--- config.mk ---
export PLATFORM = sky130hd
export DESIGN_NAME = crank_wheel_gen
export DESIGN_NICKNAME = d
export VERILOG_FILES = /design/src/rtl/crank_gen_pkg.sv /design/src/rtl/crank_gen_regs.sv /design/src/rtl/crank_wheel_gen.sv
export SDC_FILE = /design/constraint.sdc
export NUM_CORES = 1
export LEC_CHECK = 0
export BUFFER_PORTS_ARGS = -buffer_cell sky130_fd_sc_hd__buf_2
export CAP_MARGIN = 5
export CORE_MARGIN = 1
export CORE_UTILIZATION = 40
export CTS_BUF_LIST = sky130_fd_sc_hd__clkbuf_4
export CTS_CLUSTER_SIZE = 20
export DETAILED_ROUTE_END_ITERATION = 8
export GPL_TIMING_DRIVEN = 0
export PLACE_DENSITY_LB_ADDON = 0.1
export SLEW_MARGIN = 20
export SYNTH_ARGS = -nofsm -noshare
export SYNTH_HDL_FRONTEND = slang
export SYNTH_HIERARCHICAL = 1
export SYNTH_SLANG_ARGS = --single-unit
--- constraint.sdc ---
create_clock -name clk -period 4.4 [get_ports clk]
set_input_delay 0 -clock clk [delete_from_list [all_inputs] [get_ports clk]]
set_output_delay 0 -clock clk [all_outputs]
set_load 0.02 [all_outputs]
--- src/rtl/crank_gen_pkg.sv ---
// Shared constants for the crank-wheel emulator: register map, GCR bit
// positions and the generator state encoding.
package crank_gen_pkg;

  localparam int unsigned ADDR_GCR    = 0;
  localparam int unsigned ADDR_PER_LO = 1;
  localparam int unsigned ADDR_PER_HI = 2;
  localparam int unsigned ADDR_DUTY   = 3;

  localparam int unsigned GCR_EN_BIT  = 0;
  localparam int unsigned GCR_INV_BIT = 1;

  typedef enum logic {
    IDLE = 1'b0,
    RUN  = 1'b1
  } state_t;

endpackage

--- src/rtl/crank_gen_regs.sv ---
// Host-visible register file for the crank-wheel emulator with a
// registered read port; a same-cycle read returns the pre-write value.
module crank_gen_regs
  import crank_gen_pkg::*;
#(
  parameter int PERIOD_WIDTH = 24,
  parameter int ADDR_WIDTH   = 8
) (
  input  logic                    clk,
  input  logic                    rst,
  input  logic                    ssram_we,
  input  logic                    ssram_re,
  input  logic [ADDR_WIDTH-1:0]   ssram_addr,
  input  logic [15:0]             ssram_wdata,
  output logic [15:0]             ssram_rdata,
  output logic                    en,
  output logic                    inv,
  output logic [PERIOD_WIDTH-1:0] period,
  output logic [15:0]             duty
);

  localparam int HI_W = PERIOD_WIDTH - 16;

  logic        sel_gcr;
  logic        sel_per_lo;
  logic        sel_per_hi;
  logic        sel_duty;
  logic [31:0] period_ext;
  logic [15:0] rd_mux;

  assign sel_gcr    = (ssram_addr == ADDR_WIDTH'(ADDR_GCR));
  assign sel_per_lo = (ssram_addr == ADDR_WIDTH'(ADDR_PER_LO));
  assign sel_per_hi = (ssram_addr == ADDR_WIDTH'(ADDR_PER_HI));
  assign sel_duty   = (ssram_addr == ADDR_WIDTH'(ADDR_DUTY));

  // Zero-extended so bits above PERIOD_WIDTH read back as 0 in PER_HI
  assign period_ext = 32'(period);

  always_comb begin
    rd_mux = '0;
    if (sel_gcr) begin
      rd_mux[GCR_EN_BIT]  = en;
      rd_mux[GCR_INV_BIT] = inv;
    end else if (sel_per_lo) begin
      rd_mux = period_ext[15:0];
    end else if (sel_per_hi) begin
      rd_mux = period_ext[31:16];
    end else if (sel_duty) begin
      rd_mux = duty;
    end
  end

  always_ff @(posedge clk or negedge rst) begin
    if (!rst) begin
      en     <= 1'b0;
      inv    <= 1'b0;
      period <= '0;
      duty   <= '0;
    end else if (ssram_we) begin
      if (sel_gcr) begin
        en  <= ssram_wdata[GCR_EN_BIT];
        inv <= ssram_wdata[GCR_INV_BIT];
      end
      if (sel_per_lo) period[15:0]             <= ssram_wdata;
      if (sel_per_hi) period[PERIOD_WIDTH-1:16] <= ssram_wdata[HI_W-1:0];
      if (sel_duty)   duty                     <= ssram_wdata;
    end
  end

  always_ff @(posedge clk or negedge rst) begin
    if (!rst) begin
      ssram_rdata <= '0;
    end else if (ssram_re) begin
      ssram_rdata <= rd_mux;
    end
  end

endmodule

--- src/rtl/crank_wheel_gen.sv ---
// Missing-tooth trigger-wheel emulator: drives a VR-style pulse train whose
// tooth period and duty are reloaded from the register file at each tooth.
module crank_wheel_gen
  import crank_gen_pkg::*;
#(
  parameter int TOOTH_COUNT  = 60,
  parameter int GAP_TEETH    = 2,
  parameter int PERIOD_WIDTH = 24,
  parameter int ADDR_WIDTH   = 8
) (
  input  logic                           clk,
  input  logic                           rst,
  input  logic                           ssram_we,
  input  logic                           ssram_re,
  input  logic [ADDR_WIDTH-1:0]          ssram_addr,
  input  logic [15:0]                    ssram_wdata,
  output logic [15:0]                    ssram_rdata,
  output logic                           vr_out,
  output logic [$clog2(TOOTH_COUNT)-1:0] tooth_num,
  output logic                           gap,
  output logic                           rev_pulse
);

  localparam int TW = $clog2(TOOTH_COUNT);

  function automatic logic [PERIOD_WIDTH-1:0] clamp_period(
    input logic [PERIOD_WIDTH-1:0] p
  );
    return (p < PERIOD_WIDTH'(2)) ? PERIOD_WIDTH'(2) : p;
  endfunction

  // Keeps at least one low cycle per tooth; p is already clamped to >= 2
  function automatic logic [PERIOD_WIDTH-1:0] clamp_duty(
    input logic [15:0]             d,
    input logic [PERIOD_WIDTH-1:0] p
  );
    logic [PERIOD_WIDTH-1:0] dx;
    dx = PERIOD_WIDTH'(d);
    return (dx >= p) ? (p - PERIOD_WIDTH'(1)) : dx;
  endfunction

  logic                    en;
  logic                    inv;
  logic [PERIOD_WIDTH-1:0] period;
  logic [15:0]             duty;

  crank_gen_regs #(
    .PERIOD_WIDTH (PERIOD_WIDTH),
    .ADDR_WIDTH   (ADDR_WIDTH)
  ) u_regs (
    .clk         (clk),
    .rst         (rst),
    .ssram_we    (ssram_we),
    .ssram_re    (ssram_re),
    .ssram_addr  (ssram_addr),
    .ssram_wdata (ssram_wdata),
    .ssram_rdata (ssram_rdata),
    .en          (en),
    .inv         (inv),
    .period      (period),
    .duty        (duty)
  );

  state_t                  state;
  logic [PERIOD_WIDTH-1:0] per_sh;
  logic [PERIOD_WIDTH-1:0] duty_sh;
  logic [PERIOD_WIDTH-1:0] per_ld;
  logic [PERIOD_WIDTH-1:0] duty_ld;

  logic [PERIOD_WIDTH-1:0] phase_p0;
  logic [TW-1:0]           tooth_p0;
  logic                    vld_p0;
  logic                    wrap_p0;
  logic                    is_gap_p0;
  logic                    last_tooth_p0;

  logic                    vr_p1;
  logic                    gap_p1;
  logic                    rev_p1;

  assign per_ld  = clamp_period(period);
  assign duty_ld = clamp_duty(duty, per_ld);

  assign vld_p0        = (state == RUN) && en;
  assign wrap_p0       = (phase_p0 == per_sh - PERIOD_WIDTH'(1));
  assign is_gap_p0     = (tooth_p0 >= TW'(TOOTH_COUNT - GAP_TEETH));
  assign last_tooth_p0 = (tooth_p0 == TW'(TOOTH_COUNT - 1));

  // Stage p0: state, shadows and phase/tooth counters
  always_ff @(posedge clk or negedge rst) begin
    if (!rst) begin
      state    <= IDLE;
      per_sh   <= '0;
      duty_sh  <= '0;
      phase_p0 <= '0;
      tooth_p0 <= '0;
    end else begin
      case (state)
        IDLE: begin
          phase_p0 <= '0;
          tooth_p0 <= '0;
          if (en) begin
            state   <= RUN;
            per_sh  <= per_ld;
            duty_sh <= duty_ld;
          end
        end
        RUN: begin
          if (!en) begin
            state    <= IDLE;
            phase_p0 <= '0;
            tooth_p0 <= '0;
          end else if (wrap_p0) begin
            phase_p0 <= '0;
            tooth_p0 <= last_tooth_p0 ? '0 : tooth_p0 + TW'(1);
            per_sh   <= per_ld;
            duty_sh  <= duty_ld;
          end else begin
            phase_p0 <= phase_p0 + PERIOD_WIDTH'(1);
          end
        end
        default: state <= IDLE;
      endcase
    end
  end

  // Stage p1: registered waveform, one cycle behind the counters
  always_ff @(posedge clk or negedge rst) begin
    if (!rst) begin
      vr_p1  <= 1'b0;
      gap_p1 <= 1'b0;
      rev_p1 <= 1'b0;
    end else if (vld_p0) begin
      vr_p1  <= inv ^ (!is_gap_p0 && (phase_p0 < duty_sh));
      gap_p1 <= is_gap_p0;
      rev_p1 <= (phase_p0 == '0) && (tooth_p0 == '0);
    end else begin
      vr_p1  <= inv;
      gap_p1 <= 1'b0;
      rev_p1 <= 1'b0;
    end
  end

  assign vr_out    = vr_p1;
  assign gap       = gap_p1;
  assign rev_pulse = rev_p1;
  assign tooth_num = tooth_p0;

endmodule
* Word-level counts from Yosys, hierarchy flattened
Cells that the tools add are included.
Operators by class: eq/ne operators 9, $lt $le $gt $ge 4, divide/modulo/power cells 0, reductions and logical operators 12, bitwise operators 2, muxes and demuxes 26, $mul 0, shifts and indexed selects 0, $add $sub $neg 4
Operators by type and width (count):
- 24-bit two-way mux | 10
- 24-bit one-hot mux with 2 select lines | 3
- 16-bit two-way mux | 3
- 24-bit by 1-bit subtractor with 24-bit output, second input constant | 2
- 24-bit by 1-bit adder with 24-bit output, second input constant | 1
- 24-bit == test | 1
- 16-bit by 24-bit >= comparator with 1-bit output | 1
- 24-bit logical NOT | 1
- 24-bit by 2-bit less-than comparator with 1-bit output, second input constant | 1
- 24-bit less-than comparator | 1
- 6-bit two-way mux | 3
- 8-bit by 2-bit == test with 1-bit output, second input constant | 2
- 14-bit two-way mux | 1
- 6-bit one-hot mux with 2 select lines | 1
- 8-bit by 1-bit == test with 1-bit output, second input constant | 1
- 8-bit logical NOT | 1
- 2-bit AND reduction | 4
- 6-bit by 1-bit adder with 6-bit output, second input constant | 1
- 6-bit == test, second input constant | 1
- 6-bit >= comparator, second input constant | 1
- 6-bit logical NOT | 1
- 2-bit by 1-bit != test with 1-bit output, second input constant | 3
- 1-bit two-way mux | 4
- 1-bit logical AND | 3
- other kinds (6) | 6
Word-level totals: bits in read-only memories 0, bits of input ports 28, output and inout port bits 25, flip-flop bits (word level) 140, latch bits 0, memories kept 0, memory bits (writable) 0, logic and storage cells 71

* Longest topological paths before layout
Gate-level depths: netlist of run 1.
depth in word-level cells 7, depth in mapped cells 16, gate-level depth less buffers 14

* Hierarchy
Netlist of run 1, hierarchy kept.
Modules (own cells, without submodules):
- crank_wheel_gen | cells an instance 647, area an instance 5965.7 µm², sequential area each 2052.0 µm², times used 1
- crank_gen_regs | cells an instance 184, area an instance 2532.4 µm², sequential area each 1451.4 µm², times used 1

* Worst setup path before layout of run 1
OpenSTA, ideal clock, no wires.
kind register -> register, from register u_regs.period[20], to register duty_sh[14], arrival time 3267 ps, path slack 1007 ps, path buffers 2, data required time 4274 ps, library setup time 126 ps, cell stages (with the launch flop) 17, clock period less this slack 3393 ps, cells stage by stage dfrtp_1 > or4_1 > nor2_1 > nand3_1 > nor2_1 > nor2b_1 > ha_1 > nor2b_1 > o21ai_0 > a31oi_1 > o211ai_1 > and2_1 > clkbuf_1 > buf_1 > nand2_1 > o21ai_0 > mux2i_1
On the way: word-level cells in the longest chain between the ends 7, elaborated cells between the ends (all ways) 9
Ends and longest elaborated chain:
- start, declared | RTL line crank_gen_regs.sv:18 | output logic [PERIOD_WIDTH-1:0] period,
- start signal, assigned by index | RTL line crank_gen_regs.sv:65 | if (sel_per_hi) period[PERIOD_WIDTH-1:16] <= ssram_wdata[HI_W-1:0];
- 24-bit by 2-bit less-than comparator with 1-bit output (*) | RTL line crank_wheel_gen.sv:29 | return (p < PERIOD_WIDTH'(2)) ? PERIOD_WIDTH'(2) : p;
- 24-bit two-way mux (*) | RTL line crank_wheel_gen.sv:29
- named net per_ld[0] | RTL line crank_wheel_gen.sv:67 | logic [PERIOD_WIDTH-1:0] per_ld;
- 24-bit by 1-bit subtractor with 24-bit output / 16-bit by 24-bit >= comparator with 1-bit output (equally long branches) | RTL line crank_wheel_gen.sv:39 | return (dx >= p) ? (p - PERIOD_WIDTH'(1)) : dx;
- 24-bit two-way mux (*) | RTL line crank_wheel_gen.sv:39
- 24-bit two-way mux | RTL line crank_wheel_gen.sv:113 | end else if (wrap_p0) begin
- 24-bit two-way mux | RTL line crank_wheel_gen.sv:109 | if (!en) begin
- 24-bit one-hot mux with 2 select lines (*) | RTL line crank_wheel_gen.sv:98 | case (state)
- end signal, assigned | RTL line crank_wheel_gen.sv:105 | duty_sh <= duty_ld;
- end signal, assigned | RTL line crank_wheel_gen.sv:117 | duty_sh <= duty_ld;
- end, declared | RTL line crank_wheel_gen.sv:66 | logic [PERIOD_WIDTH-1:0] duty_sh;
Mark *: on every way through the listed nets, which the timed path passes. The rest lies on a longest branch. The select of a mux whose other input is x is not followed. A chain may end at the register's enable or synchronous reset.

* Worst setup path in the final report of run 1
from register per_sh[0], to register per_sh[17]
On the way: word-level cells in the longest chain between the ends 4
Ends and longest elaborated chain:
- start, declared | RTL line crank_wheel_gen.sv:65 | logic [PERIOD_WIDTH-1:0] per_sh;
- start signal, assigned | RTL line crank_wheel_gen.sv:104 | per_sh <= per_ld;
- start signal, assigned | RTL line crank_wheel_gen.sv:116 | per_sh <= per_ld;
- 24-bit by 1-bit subtractor with 24-bit output | RTL line crank_wheel_gen.sv:85 | assign wrap_p0 = (phase_p0 == per_sh - PERIOD_WIDTH'(1));
- 24-bit == test | RTL line crank_wheel_gen.sv:85
- 2-bit by 1-bit != test with 1-bit output (no source line)
- 3-bit AND reduction (no source line)
Every way passes these cells.

==> results of run 1 <==
[cell usage in the layout (no fill, tap or decap), drive strengths merged, types with 8 or more instances in the layout]
cell	instances
a21o	8
a21oi	13
a22oi	8
and3	9
buf	72
clkbuf	33
dfrtp	140
dlygate4sd3	28
ha	46
inv	81
mux2	83
mux2i	23
nand2	50
nand3	27
nand4	24
nor2	55
nor3	15
nor4	19
o21ai	23
o22ai	17
or3	10
xnor2	38
xor2	23
[worst reg2reg max path, stage by stage (launching register included)]
cell	delay, ps
dfrtp_1	480
inv_1	110
ha_1	250
nor3b_1	600
buf_2	340
a21oi_1	90
nor4_1	420
o2111ai_1	180
or4_4	470
nor4b_4	400
o21ai_2	150
buf_2	240
mux2_1	330
[path summary, 6_finish.rpt]
check                                   startpoint  slack [ps]  depth (start not counted)                            end
max                          per_sh[0]$_DFFE_PN0P_         250                         12         per_sh[17]$_DFFE_PN0P_
min                                  ssram_addr[5]          60                          4  u_regs/period[19]$_DFFE_PN0P_
max reg2reg                  per_sh[0]$_DFFE_PN0P_         250                         12         per_sh[17]$_DFFE_PN0P_
min reg2reg                duty_sh[19]$_DFFE_PN0P_         500                          1        duty_sh[19]$_DFFE_PN0P_
max in group asynchronous                      rst        3410                          4          per_sh[0]$_DFFE_PN0P_
min in group asynchronous                      rst         490                          4        duty_sh[12]$_DFFE_PN0P_
[registers in the layout, summed over array words and instances, names as in the netlist]
register,flops
duty_sh,24
per_sh,24
phase_p0,24
u_regs/period,24
u_regs/duty,16
u_regs/ssram_rdata,16
tooth_num,6
gap,1
rev_pulse,1
state,1
u_regs/en,1
u_regs/inv,1
vr_out,1
[power groups by stage]
stage,clock network [mW],registers [mW],logic (mW)
final,0.855,1.46,1.17
after CTS,0.891,1.46,1.18
after global placement,0,1.48,1.14
after floorplan,0,1.46,0.845
after global routing,0.948,1.47,1.32
after detailed placement,0,1.48,1.15
[metrics by stage]
step / setup WS (ps) / cells / util / setup TNS, ps
2_1_floorplan: 1007 / 831 / - / 0
5_1_grt: 3.784 / 1215 / 0.4734 / 0
3_5_place_dp: -234.7 / 1153 / 0.4440 / -1806
4_1_cts: 128.1 / 1213 / 0.4726 / 0
6_report: 249.0 / 1215 / 0.4734 / 0
3_3_place_gp: -192.6 / 1152 / 0.4422 / -1327
[cell families after synthesis]
kind of cell | share of synthesized area
AOI/OAI and AO/OA | 0.08525
buffers and inverters | 0.05389
xor gates and xnor gates | 0.06287
DFF | 0.4122
and+or+nand+nor | 0.1756
muxes | 0.1424
adders and majority gates | 0.06773
[final cells by class]
class	instances	area share
Multi-Input combinational cell	584	0.4669
Sequential cell	140	0.3599
Timing Repair Buffer	82	0.06248
Tap cell	270	0.03471
Inverter	72	0.02777
Buffer	34	0.01915
Clock inverter	15	0.01568
Clock buffer	17	0.01311
Antenna cell	1	0.0002571
[what timing repair did]
item,in CTS,in global routing
pin swaps,0,1
hold buffers,29,0
setup endpoints to repair,12,24
resized for setup,3,2
buffers inserted,0,1
hold endpoints to repair,198,0
[routing by layer]
metal,vias to the layer above,share of wire,GRT usage
met4,0,0.016,0.06546
li1,3187,-,-
met5,-,0,0
met2,99,0.49,0.3649
met1,3184,0.47,0.2861
met3,20,0.023,0.03302
[synth_stat cells (all sizes together), types with 13 or more instances]
cell / instances
nand3: 27
o21ai: 23
nor4: 19
mux2i: 23
ha: 46
clkbuf: 17
xnor2: 38
mux2: 83
nand2: 50
o22ai: 17
buf: 18
nand4: 24
inv: 72
a21oi: 13
xor2: 23
nor3: 15
dfrtp: 140
nor2: 55
==> results.md, run 1 <==
* Post-synthesis area per instance at 10.23 sq um
* Seq/Total Area, Yosys at 0.4122
* Kind of start point of the critical path: register
* Nets at ~1000
* YS warnings at 6
* Buffer depth of the longest clock path at 2
* Placed cell area at 0.009129 sq mm
* DR WL/cell at 18.11 microns
* Grt ovf at 0
* Status: finished clean
* Flop pwr share at 0.418
* CP peak stage delay at about 600 ps
* Required @ worst endpoint at 4840 ps
* Clk_skew at 33.72 ps
* Highest clock rate at 0.2409 GHz
* Post-DP HPWL at 16520 microns
* Seq. cell area at 0.003503 sq mm
* WL final at 22000 microns
* Worst path cell trace: inv_1 -> ha_1 -> nor3b_1 -> buf_2 -> a21oi_1 -> nor4_1 -> o2111ai_1 -> or4_4 -> nor4b_4 -> o21ai_2 -> buf_2 -> mux2_1
* I/O Pins at 53
* Final RePlAce weighted congestion at 0.8428
* Slew margin rel. at 0.5476
* Vias in the first global route at 6602
* Synthesized net count at approximately 910
* Routed vias/inst at 5.342
* Unrepaired setup endpoints after global routing: false
* Pin slew with the least headroom to its limit at 674.0 ps
* Internal at 2.179 mW
* Fillers at approximately 2000
* CP Capture Type: register
* Area occupied by multi-input gates at 0.004544 sq mm
* Tot Pwr at 3.487 mW
* Critical Path AT at 4590 ps
* DRC Markers at 0
* Crit Path Category: reg -> reg
* First-pass GRT wire length at 36320 microns
* Post-synth EDFFs at 0
* Die height at 147.8 microns
* Logic gate share of total power at 0.337
* Vias at 6490
* Sw Share at 0.3752
* Clock Pin Slew Worst Setup and Hold Paths at roughly 160 ps
* DIE AREA at 0.02183 sq mm
* Area leader, netlist: dfrtp_1
* Leakage power at 4.647 nW
* Initial core utilization at 0.4133
* Final setup viols at 0
* Yosys top cell area share at 0.4122
* Detailed Routing Iterations Pass 1 at 5
* #FFs+latches synth at 140
* Largest net degree at the start of global routing at 97
* # rows at 52
* Final min period at just over 4000 ps
* Hold Slack at 63.43 ps
* Peak VDD IR at ~0.20 mV
* H-tree Lvls at 4
* Fraction of layout cells with a size suffix above 1 at 0.1769
* Clock root buffer: clkbuf_4
* Kind of cell adding the most delay to the critical path: simple AND/OR/NAND/NOR gates
* Max Slew Vio Count at 0
* P_sw at 1.308 mW
* Post-Layout Inst Area at just under 0.01 sq mm
* Synthesized area at ~0.0085 sq mm
* WP buf/inv at 3
* Worst path slowest cell: nor3b_1
* Min-Delay Path Class: in -> reg
* Main flop type after synthesis: dfrtp_1
* Top post-synthesis cells by area: dfrtp_1, ha_1, mux2_2, mux2_1, xnor2_1
* Antenna violations before repair at 1
* Final hold vios at 0
* Clk Latency, worst-skew pair at 570 ps
* PwrDens at 358.3 mW/mm^2
* Core Area at 0.02056 sq mm
* Library cells used by synthesis at 64
* Post-DRT Antenna Nets at 0
* Die width at 147.8 microns
* Clk pwr share at 0.245
* Final period util at 0.9434
* Synth-to-layout area growth at 14.53%
* Inserted Clock Buffers at 17
* Clock tree sinks at 140
* PortBufs at 51
* Post-synthesis cell count at 831
* Most used cell, CP: buf_2
* CTS tree: done
* GRT Util Overall at 0.2165
* CP max FO at 10
* DRT iter0 DRCs at around 280
* Total of max-cap violations at 0
* Asr flop ratio synth at 1.000
Power figures use the tool's default switching activity.
==> inputs of run 2 (changes only) <==
Settings changed: CORE_UTILIZATION 40 to 50.
==> run 2 against run 1 <==
Design area shrank 0.53%. First-iteration DRC count grew 50%. Final cell count shrank 4.3%. Die area shrank 20%. Worst hold slack lost 9.2 ps. Combinational power is essentially flat. Setup slack gained 110 ps. Count of clock-buffer cells in the layout grew 2. Core utilization grew 11 points. Critical path depth grew 2. Via count grew 4.0%. Sequential share of layout area grew 0.19 points. Critical path type unchanged. Critical endpoint is now duty_sh[7]$_DFFE_PN0P_. Highest routed layer unchanged.
==> results.md, run 2 (synthesis gave the netlist of run 1 again) <==
* Final min period at 4044 ps (-107.4 ps)
* Post-DP HPWL at 16540 microns (+0.14%)
* Core Area at 0.01658 sq mm (-19%)
* Min-Delay Path Class: in -> reg
* Final hold vios at 0 (unchanged)
* Total of max-cap violations at 0 (unchanged)
* Clock Pin Slew Worst Setup and Hold Paths at 140 ps (-20 ps)
* DIE AREA at 0.01752 sq mm (-20%)
* Seq. cell area at 0.003503 sq mm (unchanged)
* Inserted Clock Buffers at 17 (unchanged)
* CP peak stage delay at 580 ps (-20 ps)
* Worst Reg2Reg Path Length in Cells at 14 (+2)
* Post-CTS setup buffers at 0 (unchanged)
* Routed vias/inst at 5.803 (+8.6%)
* Required @ worst endpoint at 4860 ps (+20 ps)
* CP Capture Type: register
* Nets at 1004 (-0.10%)
* Highest-count cells in the layout ignoring fill and taps: dfrtp_1, inv_1, buf_2
* Most common cell after layout, fill and taps aside: dfrtp_1
* First-pass GRT wire length at 36620 microns (+0.82%)
* Critical Path AT at 4500 ps (-90 ps)
* Clock root buffer: clkbuf_4
* Worst path cell trace: or4_1 -> nor2_2 -> nand3_1 -> nor2_1 -> nor2b_1 -> ha_1 -> nor2b_1 -> o21ai_0 -> a31oi_1 -> o211ai_1 -> and2_1 -> clkbuf_1 -> o21ai_0 -> mux2i_1
* Reg-to-Reg End: duty_sh[7]$_DFFE_PN0P_
* GRT Util Overall at 0.2669 (+0.05039)
* Die height at 132.4 microns (-10%)
* PwrDens at 364.4 mW/mm^2 (+1.7%)
* Antenna violations before repair at 1 (unchanged)
* Clock tree sinks at 140 (unchanged)
* Detailed Routing Iterations Pass 1 at 4 (-1)
* Unrepaired setup endpoints after global routing: false
* Kind of cell adding the most delay to the critical path: simple AND/OR/NAND/NOR gates
* Initial core utilization at 0.5124 (+0.09911)
* Kind of start point of the critical path: register
* Clk Latency, worst-skew pair at 550 ps (-20 ps)
* Final setup viols at 0 (unchanged)
* DRT iter0 DRCs at 421 (+50%)
* Clk_skew at 23.74 ps (-9.985 ps)
* Hold depth at 4 (unchanged)
* DRC Markers at 0 (unchanged)
* Crit Path Category: reg -> reg
* Slew margin rel. at 0.5630 (+0.01540)
* Die width at 132.4 microns (-10%)
* WP buf/inv at 1 (-2)
* Final period util at 0.9190 (-0.02440)
* Largest net degree at the start of global routing at 100 (+3.1%)
* DR WL/cell at 18.97 microns (+4.8%)
* Reg2reg start: u_regs/period[20]$_DFFE_PN0P_
* Synth-to-layout area growth at 13.93%
* WL final at 22070 microns (+0.31%)
* Tot Pwr at 3.528 mW (+1.2%)
* Highest clock rate at 0.2473 GHz (+2.7%)
* Leakage power at 4.652 nW (+0.11%)
* Grt ovf at 0 (unchanged)
* Area occupied by multi-input gates at 0.004546 sq mm (about the same)
* TNS Setup at 0 ps (unchanged)
* Vias in the first global route at 6875 (+4.1%)
* H-tree Lvls at 4 (unchanged)
* Max Slew Vio Count at 0 (unchanged)
* # rows at 47 (-9.6%)
* Status: finished clean
* Worst Hold End: u_regs/period[0]$_DFFE_PN0P_
* Worst hold start: ssram_addr[1]
* Fraction of layout cells with a size suffix above 1 at 0.1730 (-0.003871)
* R2R Setup Slk at 360 ps (+110 ps)
* Final RePlAce weighted congestion at 0.8867 (+5.2%)
* PortBufs at 51 (unchanged)
* Pin slew with the least headroom to its limit at 651.1 ps (-22.90 ps)
* Worst path slowest cell: or4_1
* CP max FO at 10 (unchanged)
* Post-DRT Antenna Nets at 0 (unchanged)
* Buffer depth of the longest clock path at 2 (unchanged)
* Vias at 6749 (+4.0%)
* I/O Pins at 53 (unchanged)
* Fillers at 1442 (-29%)
* CTS tree: done
* Peak VDD IR at 0.2526 mV (+25%)
## run 2: through the flow
step | hold WS, ps | worst slack, ps | instances | area (sq um) | util
global placement | 230.8 | 189.0 | 1102 | 9029 | 0.5444
global route | 22.30 | 57.88 | 1163 | 9682 | 0.5838
finish | 54.25 | 356.4 | 1163 | 9682 | 0.5838
detailed placement | -87.97 | 83.40 | 1103 | 9066 | 0.5467
floorplan | -295.6 | 1007 | 831 | 8498 | -
CTS | 12.23 | 23.84 | 1163 | 9673 | 0.5833
## run 2: final cells by class
class | instances | area share
Buffer | 34 | 0.01913
Sequential cell | 140 | 0.3619
Clock inverter | 12 | 0.01693
Multi-Input combinational cell | 584 | 0.4695
Timing Repair Buffer | 81 | 0.06126
Antenna cell | 1 | 0.0002585
Tap cell | 220 | 0.02843
Clock buffer | 19 | 0.01473
Inverter | 72 | 0.02791
## run 2: worst max path at each step
stage	from	to	slack, ps	depth (start not counted)
5_1_grt	u_regs/period[19]$_DFFE_PN0P_	duty_sh[10]$_DFFE_PN0P_	60	14
4_1_cts	u_regs/period[10]$_DFFE_PN0P_	duty_sh[7]$_DFFE_PN0P_	20	16
3_5_place_dp	u_regs/period[12]$_DFFE_PN0P_	duty_sh[7]$_DFFE_PN0P_	80	16
6_report	u_regs/period[20]$_DFFE_PN0P_	duty_sh[7]$_DFFE_PN0P_	360	14
3_3_place_gp	u_regs/period[12]$_DFFE_PN0P_	duty_sh[10]$_DFFE_PN0P_	190	16
2_1_floorplan	u_regs/period[20]$_DFFE_PN0P_	duty_sh[14]$_DFFE_PN0P_	1010	16
## run 2: power breakdown
part	switching, mW	internal, mW
sequential	0.0808	1.38
combinational	0.663	0.491
clock	0.503	0.410
total	1.25	2.28
## run 2: worst min-delay path, stage by stage
cell and delay, ps:
buf_2 100, nand4b_4 140, buf_6 170, mux2_2 170
## run 2: repair_timing
item | in CTS | in global routing
setup endpoints to repair | 0 | 12
endpoints found under the hold margin | 198 | 0
hold buffers | 29 | 0
gates resized for setup | 0 | 3
## run 2: metal layers
layer,track usage,share of wire
met5,0,0
met1,0.3504,0.45
met3,0.04421,0.038
met4,0.08812,0.023
met2,0.4485,0.49
